===== config.mk =====
export PLATFORM = sky130hd
export DESIGN_NAME = link_credit_tx
export DESIGN_NICKNAME = d
export VERILOG_FILES = /design/src/rtl/noc_pkg.sv /design/src/rtl/credit_counter.sv /design/src/rtl/link_credit_tx.sv
export SDC_FILE = /design/constraint.sdc
export NUM_CORES = 1
export LEC_CHECK = 0
export ABC_AREA = 1
export ABC_CLOCK_PERIOD_IN_PS = 1600
export BUFFER_PORTS_ARGS = -buffer_cell sky130_fd_sc_hd__buf_2
export CORE_MARGIN = 3
export CORE_UTILIZATION = 40
export DETAILED_ROUTE_END_ITERATION = 10
export PLACE_DENSITY = 0.74
export SETUP_SLACK_MARGIN = 0.02
export SLEW_MARGIN = 40
export SYNTH_ARGS = -nofsm -noshare
export SYNTH_HDL_FRONTEND = slang
export SYNTH_SLANG_ARGS = --single-unit

===== constraint.sdc =====
create_clock -name clk -period 1.6 [get_ports clk]
set_input_delay 0.24 -clock clk [delete_from_list [all_inputs] [get_ports clk]]
set_output_delay 0.24 -clock clk [all_outputs]
set_load 0.05 [all_outputs]

===== src/rtl/noc_pkg.sv =====
// Shared NoC definitions: flit width, credit-count width helper and the
// link occupancy states used for debug visibility.
package noc_pkg;

    localparam int FLIT_WIDTH      = 32;
    localparam int DEFAULT_CREDITS = 3;

    typedef enum logic [1:0] {
        FREE      = 2'd0,
        PARTIAL   = 2'd1,
        EXHAUSTED = 2'd2
    } link_state_t;

    // Width needed to hold every value 0..credits inclusive.
    function automatic int credit_width(input int credits);
        return $clog2(credits + 1);
    endfunction

    localparam int CREDIT_W = credit_width(DEFAULT_CREDITS);

    function automatic link_state_t link_state_of(input int count, input int credits);
        if (count == credits) return FREE;
        if (count == 0)       return EXHAUSTED;
        return PARTIAL;
    endfunction

endpackage


===== src/rtl/credit_counter.sv =====
// Saturating up/down credit counter. Starts full; an increment while already
// full saturates and latches a sticky overflow error until reset.
module credit_counter
    import noc_pkg::*;
#(
    parameter int MAX = DEFAULT_CREDITS,
    parameter int W   = credit_width(MAX)
) (
    input  logic         clk,
    input  logic         reset,
    input  logic         i_inc,
    input  logic         i_dec,
    output logic [W-1:0] o_count,
    output logic         o_zero,
    output logic         o_overflow_err
);

    logic [W-1:0] r_count;
    logic         r_err;
    logic         w_at_max;

    assign w_at_max = (r_count == W'(MAX));

    always_ff @(posedge clk or posedge reset) begin
        if (reset) begin
            r_count <= W'(MAX);
            r_err   <= 1'b0;
        end else begin
            case ({i_inc, i_dec})
                2'b10: begin
                    if (w_at_max) r_err <= 1'b1;
                    else          r_count <= r_count + W'(1);
                end
                // Underflow guard; the owner never decrements at zero.
                2'b01: begin
                    if (r_count != '0) r_count <= r_count - W'(1);
                end
                default: ;
            endcase
        end
    end

    assign o_count        = r_count;
    assign o_zero         = (r_count == '0);
    assign o_overflow_err = r_err;

endmodule


===== src/rtl/link_credit_tx.sv =====
// Credit-based link transmitter: accepts flits by valid/ready and registers
// them onto the link only while the downstream FIFO has a free slot.
module link_credit_tx
    import noc_pkg::*;
#(
    parameter  int DATA_WIDTH = FLIT_WIDTH,
    parameter  int CREDITS    = DEFAULT_CREDITS,
    localparam int CW         = credit_width(CREDITS)
) (
    input  logic                  clk,
    input  logic                  reset,
    input  logic                  in_valid,
    input  logic [DATA_WIDTH-1:0] in_data,
    output logic                  in_ready,
    output logic                  link_valid,
    output logic [DATA_WIDTH-1:0] link_data,
    input  logic                  credit_return,
    output logic [CW-1:0]         credits,
    output logic                  stalled,
    output logic                  credit_err
);

    // Handshake: a flit transfers on any rising edge where in_valid and
    // in_ready are both high; in_ready depends only on the registered count.
    logic                  w_zero;
    logic                  w_send;
    logic                  r_link_valid;
    logic [DATA_WIDTH-1:0] r_link_data;

    assign in_ready = ~w_zero;
    assign w_send   = in_valid & in_ready;
    assign stalled  = in_valid & ~in_ready;

    credit_counter #(
        .MAX (CREDITS),
        .W   (CW)
    ) u_credit_counter (
        .clk            (clk),
        .reset          (reset),
        .i_inc          (credit_return),
        .i_dec          (w_send),
        .o_count        (credits),
        .o_zero         (w_zero),
        .o_overflow_err (credit_err)
    );

    always_ff @(posedge clk or posedge reset) begin
        if (reset) begin
            r_link_valid <= 1'b0;
            r_link_data  <= '0;
        end else begin
            r_link_valid <= w_send;
            if (w_send) r_link_data <= in_data;
        end
    end

    assign link_valid = r_link_valid;
    assign link_data  = r_link_data;

endmodule


# Word level (Yosys, flattened, before mapping)
# Cells that the tools add are included.
# classes
n_eq_ne	5
muxes	3
reduce_logical	5
bitwise_logic	3
n_addsub	2
# ops
operator	count
$eq A2 B2 Y1 const B	2
$mux W2	2
$pmux W2 S2	1
$reduce_bool A2 Y1	2
$reduce_and A3 Y1	1
$add A2 B1 Y2 const B	1
$and A1 B1 Y1	2
$eq A2 B1 Y1 const B	1
$logic_not A2 Y1	1
$ne A2 B1 Y1 const B	1
$ne A2 B2 Y1 const B	1
$reduce_and A2 Y1	1
$sub A2 B1 Y2 const B	1
$not A1 Y1	1
# totals
register_bits	36
wordCells	22
output_inout_bits	38
input_bits	36

# Logic depth before layout (Yosys ltp)
# logic_depth
word_depth	6
depth_mapped	11
depth_no_buf	10

# By module
# Synthesis repeated with hierarchy kept, for this count alone.
# unflattened
hier_cells	168
hier_area_um2	1562.7
# modules_own_cells
mod	instances	cells_per_inst	seq_area_each_um2	area_per_inst_um2
link_credit_tx	1	145	825.8	1392.6
credit_counter	1	23	77.6	170.2

# Least setup slack after synthesis
# Ideal clock, no wire load.
# synth_timing
kind	register -> register
from	register u_credit_counter.r_count[0] (netlist: u_credit_counter.o_count[0])
to	register u_credit_counter.r_count[1] (netlist: u_credit_counter.o_count[1])
n_path_buf	1
synth_period_minus_slack_ps	1993
arrival_time_ps	1932
path_slack_ps	-393
stages_incl_launch_ff	12
setup_ps	61
required_time_ps	1539
path_cell_list	dfstp_2 nor2_2 inv_2 nand2_4 inv_6 buf_12 ha_1 inv_1 nand2_1 nor2_1 nand2_1 nand2_1
# synth_via
elab_chain_cells	6
word_cells_on_any_way	16
cone_classes	add/sub: 2; eq/ne: 5; mux: 3; bitwise: 2; reduce/logical: 4
# synth_rtl
element	line	rtl
start: declaration	credit_counter.sv:18	logic [W-1:0] r_count;
start signal: assignment	credit_counter.sv:26	r_count <= W'(MAX);
start signal: assignment	credit_counter.sv:32	else r_count <= r_count + W'(1);
start signal: assignment	credit_counter.sv:36	if (r_count != '0) r_count <= r_count - W'(1);
$logic_not A2 Y1 (*)	credit_counter.sv:44	assign o_zero = (r_count == '0);
$not A1 Y1 (*)	link_credit_tx.sv:30	assign in_ready = ~w_zero;
via in_ready	link_credit_tx.sv:14	output logic in_ready,
$and A1 B1 Y1 (*)	link_credit_tx.sv:31	assign w_send = in_valid & in_ready;
via u_credit_counter.i_dec	credit_counter.sv:12	input logic i_dec,
$eq A2 B1 Y1 / $eq A2 B2 Y1 (equally long branches)	credit_counter.sv:29	case ({i_inc, i_dec})
$ne A2 B1 Y1 (no source line), or another cell as far along	n/a	
$reduce_and A3 Y1 (no source line)	n/a	
# Mark *: on every way through the listed nets, which the timed path passes. The rest lies on a longest branch. The select of a mux whose other input is x is not followed.
# A chain may end at the register's enable or synchronous reset.

# Worst setup path in the final report
# layout_timing
from	register u_credit_counter.r_count[0] (netlist: u_credit_counter.o_count[0])
to	output port stalled
# layout_via
elab_chain_cells	2
# layout_rtl
element	line	rtl
$logic_not A2 Y1	credit_counter.sv:44	
$and A1 B1 Y1	link_credit_tx.sv:32	assign stalled = in_valid & ~in_ready;
end: declaration	link_credit_tx.sv:19	output logic stalled,
# Every way passes these cells.

==> metrics.txt <==
status=complete, no violations; RSZ-0062 raised after global routing=false; Placed Cells=282; crit path DAT=1260 ps; Avg WL per Cell=11.1 um; final antenna-violating net count=0; Synth Net Count=203; CTS tree=done; Post-Syn Area=1500 um^2; global-route wire length before repair=5330 um; worst slew pin tran=431 ps; drt total wl=3240 um; Yosys reg bits=36; global route overflow=0; IO buf count=73; largest net degree at the start of global routing=37; most frequent cells in the layout=nand2_1 (96), buf_2 (71), dfrtp_1 (34); global router's overall resource usage=16.1%; worst reg-to-reg path cell count=10; die area=4520 um^2; HP Class=input pin to asynchronous set/reset pin; Core Area=3470 um^2; Ys Warns=0; Die Y-Extent=67.2 um; Clock transition at path regs=60 ps; pre-CTS WS=98.0 ps; final worst setup slack=96.5 ps; achievable frequency=0.665 GHz; Final Hold Viols=0; Setup Crit Path Kind=flip-flop to primary output; vias per cell=4.34; # H-tree levels=2; Seq/Total Area, Yosys=60.3%; Final Cycle Share=94.0%; P&R area growth vs syn=36.0%; Final Non-Filler Cells=291; routed vias=1,263; nets=283; total negative slack=0 ps; Worst-Skew Late Latency=280 ps; clock skew=2.76 ps; critical path endpoint category=primary output; hpwl dp=2370 um; number of global-route vias before repair=1,211; RD Place Congestion=0.779; CTS Buffer Depth=2; n_diodes=0; Max Cap Viol=0; DR iter-0 viols=45; Netlist cell types=17; Max-slew headroom=71.3%; DRT Pass-1 Iters=3; Clock Tree Root=clkbuf_8; worst reg2reg startpoint=u_credit_counter.o_count[0]$_DFFE_PP1P_; Max Slew Vio Count=0; crit start category=flip-flop; RR Endpoint=u_credit_counter.o_count[1]$_DFFE_PP1P_; Tmin final=1500 ps; initial antenna violation count=0; site row count=21; width of the die=67.2 um; I/O pin cnt=74; Post-DP Area=1920 um^2; CTS Buf Count=5; starting density of the core=43.2%; R2R setup slack=120 ps; Crit Path Max Fanout=4; layout cell share with drive strength beyond 1=42.4%; Clock Sinks=36; commonest non-fill, non-tap cell in the layout=nand2_1; fin area=2040 um^2; final setup vio count=0; mean instance size in the synthesized netlist=9.08 um^2; Mapped Cells=165; # DRC=0; CP Data Required Time=1360 ps
worst max path at each step:
stage / startpoint / endpoint / slack [ps] / cells past startpoint
CTS: u_credit_counter.o_count[1]$_DFFE_PP1P_ / stalled / 50 / 4
finish: u_credit_counter.o_count[0]$_DFFE_PP1P_ / stalled / 100 / 4
global route: u_credit_counter.o_count[0]$_DFFE_PP1P_ / u_credit_counter.o_count[1]$_DFFE_PP1P_ / 20 / 10
detailed placement: u_credit_counter.o_count[0]$_DFFE_PP1P_ / u_credit_counter.o_count[1]$_DFFE_PP1P_ / 100 / 9
global placement: u_credit_counter.o_count[0]$_DFFE_PP1P_ / u_credit_counter.o_count[1]$_DFFE_PP1P_ / 130 / 9
floorplan: u_credit_counter.o_count[1]$_DFFE_PP1P_ / u_credit_counter.o_count[1]$_DFFE_PP1P_ / -140 / 11
registers in the layout (all words and copies together) (netlist names):
name	cells
link_data	32
link_valid	1
u_credit_counter.o_count	2
u_credit_counter.o_overflow_err	1
synthesized netlist by cell type:
library cell	number	area share, %
buf_4	2	1.0
dfrtp_1	34	57
nand2_4	1	0.75
nor2_2	1	0.42
nand2_1	96	24
xor2_1	1	0.58
nand2_2	9	3.8
inv_2	1	0.25
nor2_1	2	0.50
nand4_1	1	0.42
dfstp_2	2	3.5
inv_6	1	0.58
nand3_1	2	0.67
ha_1	2	1.7
buf_12	1	1.3
inv_1	6	1.5
buf_6	3	2.3
worst max-delay path, cell delays in order, from the launching register on:
cell and delay, ps:
dfstp_4 490, nor2_4 170, inv_6 60, nor2_2 90
buf_6 160
layer usage:
layer | GRT usage [%] | part of all wire [%] | vias to the layer above
met2 | 26.1 | 46 | 51
met3 | 4.83 | 8.6 | 7
met5 | 0 | 0 | -
li1 | - | - | 650
met4 | 8.35 | 2.3 | 0
met1 | 19.2 | 44 | 555
through the flow:
stage / hold slack (ps) / util, %
after global routing: 91.0 / 58.8
final: 41.9 / 58.8
after global placement: 366 / 55.5
after floorplan: 344 / -
after detailed placement: 362 / 55.5
after CTS: 50.6 / 57.9
timing repair:
item	4_1_cts	5_1_grt
hold buffers	0	0
endpoints found under the setup margin	2	2
buffers inserted	0	2
hold endpoints to repair	0	0
gates resized for setup	2	4
pin swaps	0	1
area by class of cell:
cell class                      instances  area, um^2
Clock inverter                          1        5.00
Inverter                                8        47.5
Sequential cell                        36         911
Clock buffer                            6        72.6
Fill cell                             333        1430
Multi-Input combinational cell        115         526
Timing Repair Buffer                   79         419
Tap cell                               46        57.6
cells by family (layout without fill, tap and decap cells):
kind of cell	Yosys count	after routing	share of synthesized area [%]
buffers and inverters	14	94	6.93
XOR/XNOR	1	1	0.584
AND/OR/NAND/NOR	112	112	30.6
flip-flops	36	36	60.3
adder cells (fa/ha/maj)	2	2	1.67
Power is left out: the tool's default activity adds up to more than one toggle a clock period on the data nets, which glitch-free logic cannot reach.
